--- src/rtl/meas_sequencer_if.sv ---
// Handshake bundle between the measurement sequencer, the measurement core,
// the UART sender and the button/auto-run inputs.
interface meas_sequencer_if;
  logic        trig_n;
  logic        auto_en;
  logic        alt_en;
  logic        meas_done;
  logic        tx_busy;
  logic        meas_start;
  logic        tx_start;
  logic        ch_sel;
  logic        tx_ch;
  logic        busy;
  logic        timeout_err;
  logic [15:0] seq_cnt;

  modport master (
    input  trig_n, auto_en, alt_en, meas_done, tx_busy,
    output meas_start, tx_start, ch_sel, tx_ch, busy, timeout_err, seq_cnt
  );

  modport slave (
    output trig_n, auto_en, alt_en, meas_done, tx_busy,
    input  meas_start, tx_start, ch_sel, tx_ch, busy, timeout_err, seq_cnt
  );
endinterface

--- src/rtl/meas_sequencer.sv ---
// Measurement sequencer: start core, wait for result, send it over UART,
// then hold a guard interval and optionally swap the input channel.
module meas_sequencer #(
  parameter int unsigned PERIOD_CYC  = 10_000_000,
  parameter int unsigned TIMEOUT_CYC = 50_000_000,
  parameter int unsigned TMR_W       = 32
) (
  input  logic             CLK,
  input  logic             RST,
  meas_sequencer_if.master sif
);
  localparam int unsigned CNT_W = 16;
  localparam logic [TMR_W-1:0] TMO_LAST = TMR_W'(TIMEOUT_CYC - 1);
  localparam logic [TMR_W-1:0] PER_LAST = TMR_W'(PERIOD_CYC - 1);
  localparam logic [TMR_W-1:0] TMR_MAX  = {TMR_W{1'b1}};

  typedef enum logic [2:0] {
    S_IDLE, S_START, S_WAIT_MEAS, S_SEND, S_WAIT_TX, S_HOLD
  } state_t;

  state_t           state_q, state_d;
  logic [2:0]       trig_sync_q;
  logic             trig_edge;
  logic             auto_q, done_q;
  logic [TMR_W-1:0] timer_q, timer_d;
  logic             seen_busy_q, seen_busy_d;
  logic             ch_sel_q, ch_sel_d;
  logic             tx_ch_q, tx_ch_d;
  logic             err_q, err_d;
  logic             meas_start_q, meas_start_d;
  logic             tx_start_q, tx_start_d;
  logic             busy_q;
  logic [CNT_W-1:0] seq_cnt_q, seq_cnt_d;

  // [1] is the synchronized button level, [2] its value one cycle earlier
  assign trig_edge = trig_sync_q[2] & ~trig_sync_q[1];

  always_ff @(posedge CLK) begin
    if (RST) begin
      state_q      <= S_IDLE;
      trig_sync_q  <= 3'b111;
      auto_q       <= 1'b0;
      done_q       <= 1'b0;
      timer_q      <= '0;
      seen_busy_q  <= 1'b0;
      ch_sel_q     <= 1'b0;
      tx_ch_q      <= 1'b0;
      err_q        <= 1'b0;
      meas_start_q <= 1'b0;
      tx_start_q   <= 1'b0;
      busy_q       <= 1'b0;
      seq_cnt_q    <= '0;
    end else begin
      state_q      <= state_d;
      trig_sync_q  <= {trig_sync_q[1:0], sif.trig_n};
      auto_q       <= sif.auto_en;
      done_q       <= sif.meas_done;
      timer_q      <= timer_d;
      seen_busy_q  <= seen_busy_d;
      ch_sel_q     <= ch_sel_d;
      tx_ch_q      <= tx_ch_d;
      err_q        <= err_d;
      meas_start_q <= meas_start_d;
      tx_start_q   <= tx_start_d;
      busy_q       <= (state_d != S_IDLE);
      seq_cnt_q    <= seq_cnt_d;
    end
  end

  // Next state; pulses are computed here so they register together with the state
  always_comb begin
    state_d      = state_q;
    timer_d      = (timer_q == TMR_MAX) ? timer_q : timer_q + 1'b1;
    seen_busy_d  = seen_busy_q;
    ch_sel_d     = ch_sel_q;
    tx_ch_d      = tx_ch_q;
    err_d        = err_q;
    seq_cnt_d    = seq_cnt_q;
    meas_start_d = 1'b0;
    tx_start_d   = 1'b0;
    unique case (state_q)
      S_IDLE: begin
        if (trig_edge || auto_q) begin
          state_d      = S_START;
          meas_start_d = 1'b1;
          tx_ch_d      = ch_sel_q;
          timer_d      = '0;
          if (trig_edge) err_d = 1'b0;
        end
      end
      S_START: state_d = S_WAIT_MEAS;
      S_WAIT_MEAS: begin
        if (done_q) begin
          state_d = S_SEND;
        end else if (timer_q == TMO_LAST) begin
          err_d   = 1'b1;
          state_d = S_HOLD;
          timer_d = '0;
        end
      end
      S_SEND: begin
        if (!sif.tx_busy) begin
          tx_start_d  = 1'b1;
          timer_d     = '0;
          seen_busy_d = 1'b0;
          state_d     = S_WAIT_TX;
        end
      end
      S_WAIT_TX: begin
        if (sif.tx_busy) seen_busy_d = 1'b1;
        if (seen_busy_q && !sif.tx_busy) begin
          seq_cnt_d = seq_cnt_q + 1'b1;
          state_d   = S_HOLD;
          timer_d   = '0;
        end else if (!seen_busy_q && timer_q == TMO_LAST) begin
          err_d   = 1'b1;
          state_d = S_HOLD;
          timer_d = '0;
        end
      end
      S_HOLD: begin
        // Channel swaps only here so the input mux settles before the next start
        if (timer_q == PER_LAST) begin
          if (sif.alt_en) ch_sel_d = ~ch_sel_q;
          state_d = S_IDLE;
        end
      end
      default: state_d = S_IDLE;
    endcase
  end

  assign sif.meas_start  = meas_start_q;
  assign sif.tx_start    = tx_start_q;
  assign sif.ch_sel      = ch_sel_q;
  assign sif.tx_ch       = tx_ch_q;
  assign sif.busy        = busy_q;
  assign sif.timeout_err = err_q;
  assign sif.seq_cnt     = seq_cnt_q;
endmodule

--- src/flat_wrapper.sv ---
// flat-port wrapper written by rule: the top's interface ports become plain ports
module meas_sequencer_flat 
#(
  parameter int unsigned PERIOD_CYC  = 10_000_000,
  parameter int unsigned TIMEOUT_CYC = 50_000_000,
  parameter int unsigned TMR_W       = 32
)
  (CLK, RST, sif_trig_n, sif_auto_en, sif_alt_en, sif_meas_done, sif_tx_busy, sif_meas_start, sif_tx_start, sif_ch_sel, sif_tx_ch, sif_busy, sif_timeout_err, sif_seq_cnt);
  meas_sequencer_if sif_i ();
  input  logic CLK;
  input  logic RST;
  input wire logic [$bits(sif_i.trig_n)-1:0] sif_trig_n;
  input wire logic [$bits(sif_i.auto_en)-1:0] sif_auto_en;
  input wire logic [$bits(sif_i.alt_en)-1:0] sif_alt_en;
  input wire logic [$bits(sif_i.meas_done)-1:0] sif_meas_done;
  input wire logic [$bits(sif_i.tx_busy)-1:0] sif_tx_busy;
  output wire logic [$bits(sif_i.meas_start)-1:0] sif_meas_start;
  output wire logic [$bits(sif_i.tx_start)-1:0] sif_tx_start;
  output wire logic [$bits(sif_i.ch_sel)-1:0] sif_ch_sel;
  output wire logic [$bits(sif_i.tx_ch)-1:0] sif_tx_ch;
  output wire logic [$bits(sif_i.busy)-1:0] sif_busy;
  output wire logic [$bits(sif_i.timeout_err)-1:0] sif_timeout_err;
  output wire logic [$bits(sif_i.seq_cnt)-1:0] sif_seq_cnt;
  assign sif_i.trig_n = sif_trig_n;
  assign sif_i.auto_en = sif_auto_en;
  assign sif_i.alt_en = sif_alt_en;
  assign sif_i.meas_done = sif_meas_done;
  assign sif_i.tx_busy = sif_tx_busy;
  assign sif_meas_start = sif_i.meas_start;
  assign sif_tx_start = sif_i.tx_start;
  assign sif_ch_sel = sif_i.ch_sel;
  assign sif_tx_ch = sif_i.tx_ch;
  assign sif_busy = sif_i.busy;
  assign sif_timeout_err = sif_i.timeout_err;
  assign sif_seq_cnt = sif_i.seq_cnt;
  meas_sequencer #(.PERIOD_CYC(PERIOD_CYC), .TIMEOUT_CYC(TIMEOUT_CYC), .TMR_W(TMR_W)) u_core (.CLK(CLK), .RST(RST), .sif(sif_i));
endmodule
--- config.mk ---
export PLATFORM = sky130hd
export DESIGN_NAME = meas_sequencer_flat
export DESIGN_NICKNAME = d
export VERILOG_FILES = /design/src/rtl/meas_sequencer_if.sv /design/src/rtl/meas_sequencer.sv /design/src/flat_wrapper.sv
export SDC_FILE = /design/constraint.sdc
export NUM_CORES = 1
export LEC_CHECK = 0
export CORE_MARGIN = 2
export CORE_UTILIZATION = 55
export CTS_BUF_LIST = sky130_fd_sc_hd__clkbuf_8
export CTS_CLUSTER_SIZE = 14
export DETAILED_ROUTE_END_ITERATION = 6
export PLACE_DENSITY = 0.82
export SYNTH_ARGS = -nofsm -noshare
export SYNTH_HDL_FRONTEND = slang
export SYNTH_SLANG_ARGS = --single-unit
export TNS_END_PERCENT = 5
--- constraint.sdc ---
create_clock -name CLK -period 4.2 [get_ports CLK]
set_input_delay 1.26 -clock CLK [delete_from_list [all_inputs] [get_ports CLK]]
set_output_delay 1.26 -clock CLK [all_outputs]
set_load 0.005 [all_outputs]
# Word-level counts from Yosys, hierarchy flattened
# Index checks and enable logic that the tools add are counted.
[totals]
register_bits = 63
wordCells = 80
in_bits = 7
out_inout_bits = 22
[op_classes]
muxes = 28
n_eq_ne = 16
n_reduce_logical = 16
add_sub_neg = 2
n_bitwise = 5
[op_table]
columns = ["operator", "n"]
rows = [
  ["$mux W32", 7],
  ["$pmux W32 S4", 1],
  ["$add A32 B1 Y32 const B", 1],
  ["$eq A32 B24 Y1 const B", 1],
  ["$eq A32 B26 Y1 const B", 1],
  ["$eq A32 B32 Y1 const B", 1],
  ["$mux W3", 7],
  ["$pmux W3 S6", 1],
  ["$add A16 B1 Y16 const B", 1],
  ["$mux W1", 10],
  ["$ne A2 B1 Y1 const B", 4],
  ["$ne A2 B2 Y1 const B", 4],
  ["$reduce_and A7 Y1", 1],
  ["$eq A3 B2 Y1 const B", 2],
  ["$eq A3 B3 Y1 const B", 2],
  ["$reduce_and A3 Y1", 2],
  ["$reduce_bool A3 Y1", 2],
  ["$not A1 Y1", 4],
  ["$reduce_and A2 Y1", 2],
  ["$reduce_or A2 Y1", 2],
  ["$eq A3 B1 Y1 const B", 1],
  ["$logic_not A3 Y1", 1],
  ["$pmux W1 S3", 1],
  ["$logic_and A1 B1 Y1", 2],
  ["other kinds (5)", 6],
]

# Depth between registers and ports, before layout
# Gate-level depths: netlist of run 1.
[depth]
depth_word = 6
depth_mapped = 7

# Least setup slack after synthesis of run 1
# OpenSTA, ideal clock, no wires.
[synth_timing]
kind = "input to register"
from = "input sif_tx_busy"
to = "register u_core.seq_cnt_q[15], in the netlist u_core.sif.seq_cnt[15]"
t_required_ns = 4.072
cell_stages = 6
arrival_time_ns = 2.377
path_slack_ns = 1.696
cell_sequence = "nor2b_1 clkbuf_1 nand4_1 nor4_1 xnor2_1 nor2_1"
[synth_via]
elab_chain_len = 3
[synth_lines]
columns = ["item", "line", "rtl"]
rows = [
  ["start, declared", "flat_wrapper.sv:16", "input wire logic [$bits(sif_i.tx_busy)-1:0] sif_tx_busy;"],
  ["$logic_not A1 Y1", "n/a", ""],
  ["$logic_and A1 B1 Y1", "meas_sequencer.sv:111", "if (seen_busy_q && !sif.tx_busy) begin"],
  ["$reduce_and A2 Y1 (no source line)", "n/a", ""],
  ["end signal, assigned", "meas_sequencer.sv:66", "seq_cnt_q <= seq_cnt_d;"],
  ["end, declared", "meas_sequencer.sv:33", "logic [CNT_W-1:0] seq_cnt_q, seq_cnt_d;"],
]
# No other way between the ends.
# A chain may end at the register's enable or synchronous reset.

# Final worst setup path of run 1
# Ends and elaborated chain as after synthesis.

==> results of run 1 <==
-- synthesized netlist by cell type (3+ instances only) --
cell type  instances
and4_1             7
xor2_1             7
or3_1             21
or4_1              7
nor2_1            26
o31ai_1            8
clkbuf_1          12
nand3_1           17
a31oi_1            3
nor4bb_1           3
and3_1             5
nor4b_1            5
o21ai_0           25
nor2b_1            6
or2_2              3
a21oi_1            6
and2_1             3
mux2i_1            3
buf_2              5
nor3_1            11
dfxtp_1           63
nand4_1           20
xnor2_1           12
inv_1             13
a211oi_1          23
nor4_1             9
nand2_1           17
-- worst paths after layout --
check / start / end / slack, ps / depth (start not counted)
worst max-delay path: sif_tx_busy / u_core.sif.seq_cnt[15]$_SDFFE_PP0P_ / 1340 / 6
worst min-delay path: u_core.trig_sync_q[0]$_SDFF_PP1_ / u_core.trig_sync_q[1]$_SDFF_PP1_ / 410 / 1
worst max register to register: u_core.timer_q[2]$_SDFF_PP0_ / u_core.timer_q[19]$_SDFF_PP0_ / 1400 / 5
worst min register to register: u_core.trig_sync_q[0]$_SDFF_PP1_ / u_core.trig_sync_q[1]$_SDFF_PP1_ / 410 / 1
-- flip-flops by register name, summed over array words and instances, names as in the netlist, 3 cells and up --
name,flops
u_core.timer_q,32
u_core.sif.seq_cnt,16
u_core.trig_sync_q,3
u_core.state_q,3
-- routing by layer --
layer / routed length (um) / track usage
met1: 3420 / 0.311
met5: 0 / 0
met3: 325 / 0.0551
met2: 3260 / 0.371
met4: 54 / 0.0797
-- report_power, final --
group,total [mW],switching (mW),internal (mW)
combinational,0.0826,0.0510,0.0316
sequential,0.619,0.0100,0.609
clock,0.527,0.227,0.300
-- cell families after synthesis --
group	after synthesis	share of synthesized area
compound gates	84	0.182
mux	3	0.00929
simple gates	169	0.311
xor+xnor	19	0.0515
fa+ha+maj	2	0.00774
flops	63	0.390
buf+inv	35	0.0480
-- cell type report --
cell class                      count  area [um2]
Clock inverter                      4        46.3
Sequential cell                    63        1260
Fill cell                         478        1870
Inverter                           13        48.8
Timing Repair Buffer               30         290
Multi-Input combinational cell    277        1820
Tap cell                           72        90.1
Clock buffer                       11         151
-- per-stage QoR --
step	hold WS [ps]	power (mW)	util	cell area [um2]	cells
after floorplan	389	0.688	-	3230	375
after global placement	410	0.712	0.629	3510	455
after global routing	427	1.27	0.664	3700	470
final	413	1.23	0.664	3700	470
after CTS	424	1.24	0.664	3700	470
after detailed placement	412	0.714	0.629	3510	455
-- layout by cell type (no fill, tap or decap), types with 2 or more instances in the layout --
cell,synthesis,layout
nand3_1,17,17
xor2_1,7,7
nand4_1,20,20
nor4b_1,5,5
mux2i_1,3,3
clkdlybuf4s50_1,0,27
or2_2,3,3
nor3_1,11,11
nor4bb_1,3,3
o31ai_1,8,8
xnor2_1,12,12
and4_4,2,2
o21ai_0,25,25
nand2_1,17,17
a21oi_1,6,6
and2_1,3,3
and3_1,5,5
a211oi_2,2,2
a31oi_1,3,3
nor2_1,26,26
o211a_1,2,2
o21a_1,2,2
inv_1,13,14
ha_1,2,2
dfxtp_1,63,63
or3_1,21,21
a311oi_1,2,2
and4_1,7,7
or4_1,7,7
nor4_1,9,9
a211oi_1,23,23
buf_4,2,2
nor2b_1,6,6
o41ai_1,2,2
clkbuf_8,0,11
==> run_results.csv, run 1 <==
group,metric,value,unit
synthesis,yosys.area.top_type,"dfxtp_1",
grt,globalRouteTotalUtil,0.234,
grt,grt_start_max_net_pins,50,
synthesis,ys_types,53,
synthesis,yosysWarnings,0,
routing,drtAntennaViolNets,0,
timing,post-route-period-util,0.680,
placed_design,gp_congestion,0.934,
clocking,cts_htree_levels,3,
clocking,clockBufferDepth,2,
floorplanning,core-area,5570,um2
routing,first_pass_iters,4,
clocking,cts_resized,0,
hold_path,min_path_type,"reg2reg",
timing,fin_setup_tns,0,ps
clocking,post_cts.repair.setup_buffers,0,
setup_path,cp-end-kind,"flop",
timing,setup_viol,0,
synthesis,synth_seq_area_share,0.390,
timing,drv_slew,0,
placed_design,dp.final_hpwl,4.77,mm
power_and_ir_drop,p_leak,1.11,nW
synthesis,async_flop_share,0,
timing,hold_viol_final,0,
timing,worst_pin_slew,1060,ps
synthesis,synth_edf_count,0,
grt,antenna_found_initial,0,
clocking,cts_made_buffers,9,
clocking,cts_sinks,63,
floorplanning,die_y,80.7,um
grt,grt-ovfl-total,0,
synthesis,synth_nets,384,
setup_path,arrival,3100,ps
setup_path,crit_family,"simple AND/OR/NAND/NOR gates",
floorplanning,die_w,80.7,um
setup_path,crit_type,"in2reg",
synthesis,synthTopCellsByArea,"dfxtp_1, a211oi_1, or3_1, nand4_1, o21ai_0",
run_status,status,"completed",
synthesis,mappedNetlistArea,3230,um2
grt,grt_pass1_vias,2595,
timing,max_slew_margin,0.283,
setup_path,cp-start-kind,"input pin",
run,maxCapViolCount,0,
grt,grt_pass1_wl,12.0,mm
routing,num_vias,2920,
power_and_ir_drop,ir_drop,232,uV
clocking,cts_root_buf,"clkbuf_8",
placed_design,numPortBuffers,28,
placed_design,dp_worst_setup_slack,995,ps
timing,fin_ws,1340,ps
clocking,clkTransAtPathRegs,70,ps
routing,wirelength,7.05,mm
clocking,cts-hold-fix-buffers,0,
setup_path,crit_required,4440,ps
routing,avgRoutedWirePerCell,15.0,um
routing,avgViaCountPerCell,6.21,
clocking,worstSkewPairLatency,340,ps
floorplanning,start_util,0.580,
finish,drive_gt1_frac,0.0704,
routing,drtIter0Drc,164,
setup_path,path_cells,"clkdlybuf4s50_1, nor2b_1, nand4_1, nor4_1, xnor2_1, nor2_1",
clocking,cts_tree,"done",
synthesis,synthCells,375,
synthesis,syn_area_per_cell,8.62,um2
setup_path,crit_slowest_cell,"clkdlybuf4s50_1",
setup_path,path_buf_inv,1,
finish,fin_nets,403,
finish,insertedDiodeCount,0,
synthesis,ys_ff_latch,63,
timing,skew,10.1,ps
timing,fmax,350,MHz
synthesis,synth_ff_type,"dfxtp_1",
timing,rsz0062_at_grt,"false",
floorplanning,rows,27,
setup_path,critical_path.max_stage_delay,480,ps
synthesis,netlist.area_leader.share,0.390,
finish,area_delta_synth_final,14.6,%
timing,min_period,2860,ps
floorplanning,die_area,6510,um2
power_and_ir_drop,powerDensity,332,nW/um2
routing,drc,0,
floorplanning,io-pin-count,29,
setup_path,crit_path_max_fanout,9,
No activity file was read; power rests on OpenSTA's default activity.
==> run 2, diff against run 1 <==
==> constraint.sdc (replaced) <==
create_clock -name CLK -period 2.7 [get_ports CLK]
set_input_delay 0.81 -clock CLK [delete_from_list [all_inputs] [get_ports CLK]]
set_output_delay 0.81 -clock CLK [all_outputs]
set_load 0.005 [all_outputs]
==> run 2 against run 1 <==
Register-to-register slack got worse by 1100 ps; largest cell class unchanged; largest power group unchanged; via count grew 1.1%; critical path type is now reg2reg; critical endpoint is now u_core.timer_q[6]$_SDFF_PP0_; sequential power rose by 55%; count of clock-buffer cells in the layout increased by 1; global-route usage is 0.71 points higher; hold slack gained 9.3 ps; sequential share of layout area is 0.92 points lower; final cell count grew 1.3%.
==> run_results.csv, run 2 (synthesis gave the netlist of run 1 again) <==
group,metric,value,unit
setup_path,crit_required,2960,ps
timing,hold_viol_final,0,
timing,fmax,416,MHz
setup_path,cp-end-kind,"flop",
timing,drv_slew,0,
floorplanning,die_area,6510,um2
placed_design,gp_congestion,0.925,
clocking,clockBufferDepth,2,
clocking,cts_htree_levels,3,
clocking,cts_tree,"done",
power_and_ir_drop,ir_drop,370,uV
hold_path,min_path_type,"reg2reg",
hold_path,worstHoldStart,"u_core.trig_sync_q[0]$_SDFF_PP1_",
floorplanning,io-pin-count,29,
finish,regMostFlops,"u_core.timer_q",
finish,layout_common_cells,"dfxtp_1, clkdlybuf4s50_1, nor2_1",
timing,post-route-period-util,0.889,
floorplanning,die_w,80.7,um
clocking,cts-hold-fix-buffers,0,
finish,fin_nets,409,
grt,grt_pass1_wl,12.2,mm
clocking,worstSkewPairLatency,350,ps
placed_design,numPortBuffers,28,
routing,num_vias,2952,
clocking,post_cts.repair.setup_buffers,0,
setup_path,rr_startpoint,"u_core.timer_q[0]$_SDFF_PP0_",
grt,globalRouteTotalUtil,0.241,
routing,avgViaCountPerCell,6.20,
setup_path,crit_path_max_fanout,14,
finish,insertedDiodeCount,0,
finish,drive_gt1_frac,0.0866,
setup_path,arrival,2660,ps
placed_design,dp.final_hpwl,4.89,mm
run,maxCapViolCount,0,
finish,largest_register_ffs,32,
grt,antenna_found_initial,0,
grt,grt_start_max_net_pins,36,
finish,area_delta_synth_final,17.8,%
timing,rsz0062_at_grt,"false",
clocking,cts_root_buf,"clkbuf_8",
timing,skew,7.71,ps
run_status,status,"completed",
setup_path,cp-startpoint,"u_core.timer_q[0]$_SDFF_PP0_",
routing,drc,0,
routing,drtAntennaViolNets,0,
floorplanning,die_y,80.7,um
power_and_ir_drop,powerDensity,536,nW/um2
placed_design,dp_worst_setup_slack,147,ps
timing,fin_ws,299,ps
setup_path,crit_type,"reg2reg",
floorplanning,rows,27,
routing,drtIter0Drc,177,
power_and_ir_drop,p_leak,1.16,nW
setup_path,cp-start-kind,"flop",
finish,layout_commonest_cell,"dfxtp_1",
timing,min_period,2400,ps
routing,first_pass_iters,5,
grt,grt_pass1_vias,2702,
clocking,cts_resized,0,
clocking,clkTransAtPathRegs,70,ps
routing,wirelength,7.14,mm
timing,max_slew_margin,0.597,
floorplanning,core-area,5570,um2
timing,worst_pin_slew,596,ps
timing,setup_viol,0,
grt,grt-ovfl-total,0,
floorplanning,start_util,0.580,
routing,avgRoutedWirePerCell,15.0,um
clocking,cts_sinks,63,
timing,fin_setup_tns,0,ps
clocking,cts_made_buffers,9,
-- run 2: final cells by class --
| class | instances | area, um2 |
|---|---|---|
| clock inverters | 3 | 65.1 |
| repair buffers | 36 | 360 |
| well taps | 72 | 90.1 |
| fillers | 461 | 1770 |
| clock buffers | 12 | 165 |
| flip-flops and latches | 63 | 1260 |
| multi-input cells | 277 | 1820 |
| inverters | 13 | 48.8 |
-- run 2: stage by stage --
step | util | instances | total power [mW] | hold slack (ps) | area (um2)
after floorplan | - | 375 | 1.07 | 389 | 3230
after global placement | 0.642 | 461 | 1.12 | 409 | 3580
after detailed placement | 0.642 | 461 | 1.12 | 414 | 3580
after CTS | 0.683 | 476 | 2.06 | 433 | 3810
after global routing | 0.683 | 476 | 2.12 | 431 | 3810
final | 0.683 | 476 | 2.04 | 423 | 3810
-- run 2: metal layers --
metal,GRT usage,share of wire
met1,0.318,0.48
met2,0.380,0.46
met3,0.0551,0.039
met4,0.0949,0.019
met5,0,0
-- run 2: path summary, 6_finish.rpt --
check	endpoint	slack [ps]	depth (start not counted)
hold / removal	u_core.trig_sync_q[1]$_SDFF_PP1_	420	1
setup reg to reg	u_core.timer_q[6]$_SDFF_PP0_	300	7
hold reg to reg	u_core.trig_sync_q[1]$_SDFF_PP1_	420	1
setup / recovery	u_core.timer_q[6]$_SDFF_PP0_	300	7
-- run 2: worst max-delay path, stage by stage (launching register included) --
cell and delay (ps):
dfxtp_1 380, ha_1 310, and2_1 210, nand3_1 360, nor4_4 470, buf_4 250
o21ai_0 110, a211oi_1 220
-- run 2: power by group --
group,total (mW),internal (mW),switching [mW]
Sequential,0.962,0.947,0.0148
Combinational,0.140,0.0593,0.0803
Clock,0.940,0.589,0.352
Total,2.04,1.59,0.447
==> run 3, diff against run 2 <==
--- a/config.mk
+++ b/config.mk
@@ -6,11 +6,11 @@
 export NUM_CORES = 1
 export LEC_CHECK = 0
 export CORE_MARGIN = 2
-export CORE_UTILIZATION = 55
+export CORE_UTILIZATION = 54
 export CTS_BUF_LIST = sky130_fd_sc_hd__clkbuf_8
 export CTS_CLUSTER_SIZE = 14
 export DETAILED_ROUTE_END_ITERATION = 6
-export PLACE_DENSITY = 0.82
+export PLACE_DENSITY = 0.9
 export SYNTH_ARGS = -nofsm -noshare
 export SYNTH_HDL_FRONTEND = slang
 export SYNTH_SLANG_ARGS = --single-unit
==> constraint.sdc (replaced) <==
create_clock -name CLK -period 2.05 [get_ports CLK]
set_input_delay 0.615 -clock CLK [delete_from_list [all_inputs] [get_ports CLK]]
set_output_delay 0.615 -clock CLK [all_outputs]
set_load 0.005 [all_outputs]
==> run 3 against run 2 <==
Clock skew rose by 7.2 ps; sequential share of layout area decreased by 2.9 points; largest power group unchanged; fmax up 13%; sequential power up 32%; die area rose by 1.8%; critical path type unchanged; the run now ends with setup timing left.
==> run_results.csv, run 3 (synthesis gave the netlist of run 1 again) <==
group,metric,value,unit
clocking,clockBufferDepth,2,
routing,first_pass_iters,5,
routing,avgRoutedWirePerCell,17.7,um
clocking,clkTransAtPathRegs,80,ps
setup_path,crit_path_frequent_cell,"nor4_1",
hold_path,min_path_type,"reg2reg",
setup_path,reg2reg_depth,6,
finish,ff_latch_area,1280,um2
finish,insertedDiodeCount,0,
finish,multi_input_area,1950,um2
timing,post-route-period-util,1.04,
floorplanning,rows,28,
routing,avgViaCountPerCell,6.52,
clocking,worstSkewPairLatency,350,ps
timing,setup_viol,2,
hold_path,whs_path_depth,1,
timing,hold_viol_final,0,
power_and_ir_drop,p_switching,0.671,mW
finish,layout.cells.non_filler,526,
setup_path,path_buf_inv,1,
setup_path,crit_path_max_fanout,6,
routing,drc,0,
setup_path,crit_required,2260,ps
finish,layout_common_cells,"buf_4, dfxtp_1, clkdlybuf4s50_1",
clocking,cts_root_buf,"clkbuf_8",
timing,skew,15.0,ps
grt,grt_pass1_vias,3032,
finish,layout_commonest_cell,"buf_4",
setup_path,crit_slowest_cell,"nor4_1",
power_and_ir_drop,p_comb_frac,0.092,
timing,worst_pin_slew,408,ps
grt,grt_start_max_net_pins,33,
floorplanning,die_y,81.4,um
placed_design,numPortBuffers,28,
setup_path,cp-start-kind,"flop",
setup_path,crit_family,"simple AND/OR/NAND/NOR gates",
floorplanning,start_util,0.552,
power_and_ir_drop,switching_share,0.273,
timing,fin_setup_tns,-89.7,ps
finish,drive_gt1_frac,0.262,
clocking,cts_htree_levels,3,
run_status,violations,"setup timing",
timing,min_period,2130,ps
routing,wirelength,9.30,mm
placed_design,gp_congestion,0.967,
timing,drv_slew,0,
run,maxCapViolCount,0,
timing,rsz0062_at_grt,"true",
placed_design,dp.final_hpwl,5.59,mm
clocking,cts-hold-fix-buffers,0,
setup_path,r2r_end,"u_core.sif.busy$_SDFF_PP0_",
setup_path,rr_startpoint,"u_core.timer_q[29]$_SDFF_PP0_",
finish,largest_register_ffs,32,
power_and_ir_drop,p_leak,1.38,nW
clocking,cts_tree,"done",
floorplanning,die_area,6620,um2
floorplanning,die_w,81.4,um
finish,regMostFlops,"u_core.timer_q",
setup_path,crit_type,"reg2reg",
routing,drtAntennaViolNets,0,
placed_design,dp_worst_setup_slack,-271,ps
timing,max_slew_margin,0.724,
timing,fin_ws,-80.1,ps
floorplanning,io-pin-count,29,
setup_path,arrival,2340,ps
grt,grt-ovfl-total,0,
routing,drtIter0Drc,300,
timing,fmax,469,MHz
grt,globalRouteTotalUtil,0.278,
power_and_ir_drop,ir_drop,558,uV
power_and_ir_drop,internal-power,1.78,mW
finish,area_delta_synth_final,31.3,%
routing,num_vias,3432,
grt,antenna_found_initial,0,
hold_path,worstHoldStart,"u_core.trig_sync_q[0]$_SDFF_PP1_",
setup_path,path_cells,"nor4_1, nand4_1, buf_4, nor4_1, o32a_1, a41oi_1",
power_and_ir_drop,p_seq_frac,0.516,
power_and_ir_drop,powerDensity,578,nW/um2
clocking,cts_sinks,63,
grt,grt_pass1_wl,14.3,mm
finish,fin_nets,455,
hold_path,worstHoldEndpoint,"u_core.trig_sync_q[1]$_SDFF_PP1_",
power_and_ir_drop,clockPowerShare,0.392,
setup_path,r2r_slack,-80,ps
setup_path,cp-end-kind,"flop",
setup_path,critical_path.max_stage_delay,390,ps
clocking,cts_made_buffers,9,
floorplanning,core-area,5850,um2
placed_design,dp.cells,501,
run_status,status,"finished, violations left",
finish,fillCellCount,382,
timing,whs,419,ps
finish,utilization,0.725,
[run 3: power groups by stage]
stage               Clock (mW)  Combinational (mW)  Sequential, mW
floorplan                    0               0.124            1.28
global placement             0               0.200            1.29
detailed placement           0               0.205            1.29
CTS                      0.971               0.213            1.27
global route              1.02               0.245            1.27
finish                   0.961               0.225            1.27
[run 3: worst max path at each step]
| stage | from | to | slack, ps | depth (start not counted) |
|---|---|---|---|---|
| final | u_core.timer_q[29]$_SDFF_PP0_ | u_core.sif.busy$_SDFF_PP0_ | -80 | 6 |
| after global routing | u_core.timer_q[29]$_SDFF_PP0_ | u_core.sif.busy$_SDFF_PP0_ | -130 | 6 |
| after CTS | u_core.timer_q[17]$_SDFF_PP0_ | u_core.timer_q[30]$_SDFF_PP0_ | 0.5 | 6 |
| after detailed placement | sif_tx_busy | u_core.sif.seq_cnt[5]$_SDFFE_PP0P_ | -270 | 6 |
| after global placement | sif_tx_busy | u_core.sif.seq_cnt[9]$_SDFFE_PP0P_ | -140 | 6 |
| after floorplan | u_core.timer_q[2]$_SDFF_PP0_ | u_core.timer_q[21]$_SDFF_PP0_ | 70 | 6 |
[run 3: layout make-up]
class	count	area share
clock buffer	9	0.0292
clock inverter	7	0.0115
inverter	13	0.0115
multi-input combinational	277	0.459
sequential	63	0.302
tap	75	0.0221
timing repair buffer	82	0.165
[run 3: metal layers]
metal / global-route usage / wire length (um) / up-vias / share of wire
met1: 0.353 / 3810 / 1652 / 0.41
met3: 0.0489 / 576 / 41 / 0.062
li1: - / - / 1567 / -
met2: 0.448 / 4540 / 172 / 0.49
met5: 0 / 0 / - / 0
met4: 0.144 / 376 / 0 / 0.040
[run 3: repair_timing]
action,CTS,global route
pin swaps,2,6
endpoints found under the setup margin,33,38
cloned,1,0
resized for setup,10,36
setup buffers,2,6
[run 3: per-stage QoR]
step	cell area, um2	power [mW]
after floorplan	3230	1.41
after global placement	3840	1.49
after detailed placement	3840	1.49
after CTS	4080	2.45
after global routing	4240	2.53
final	4240	2.45
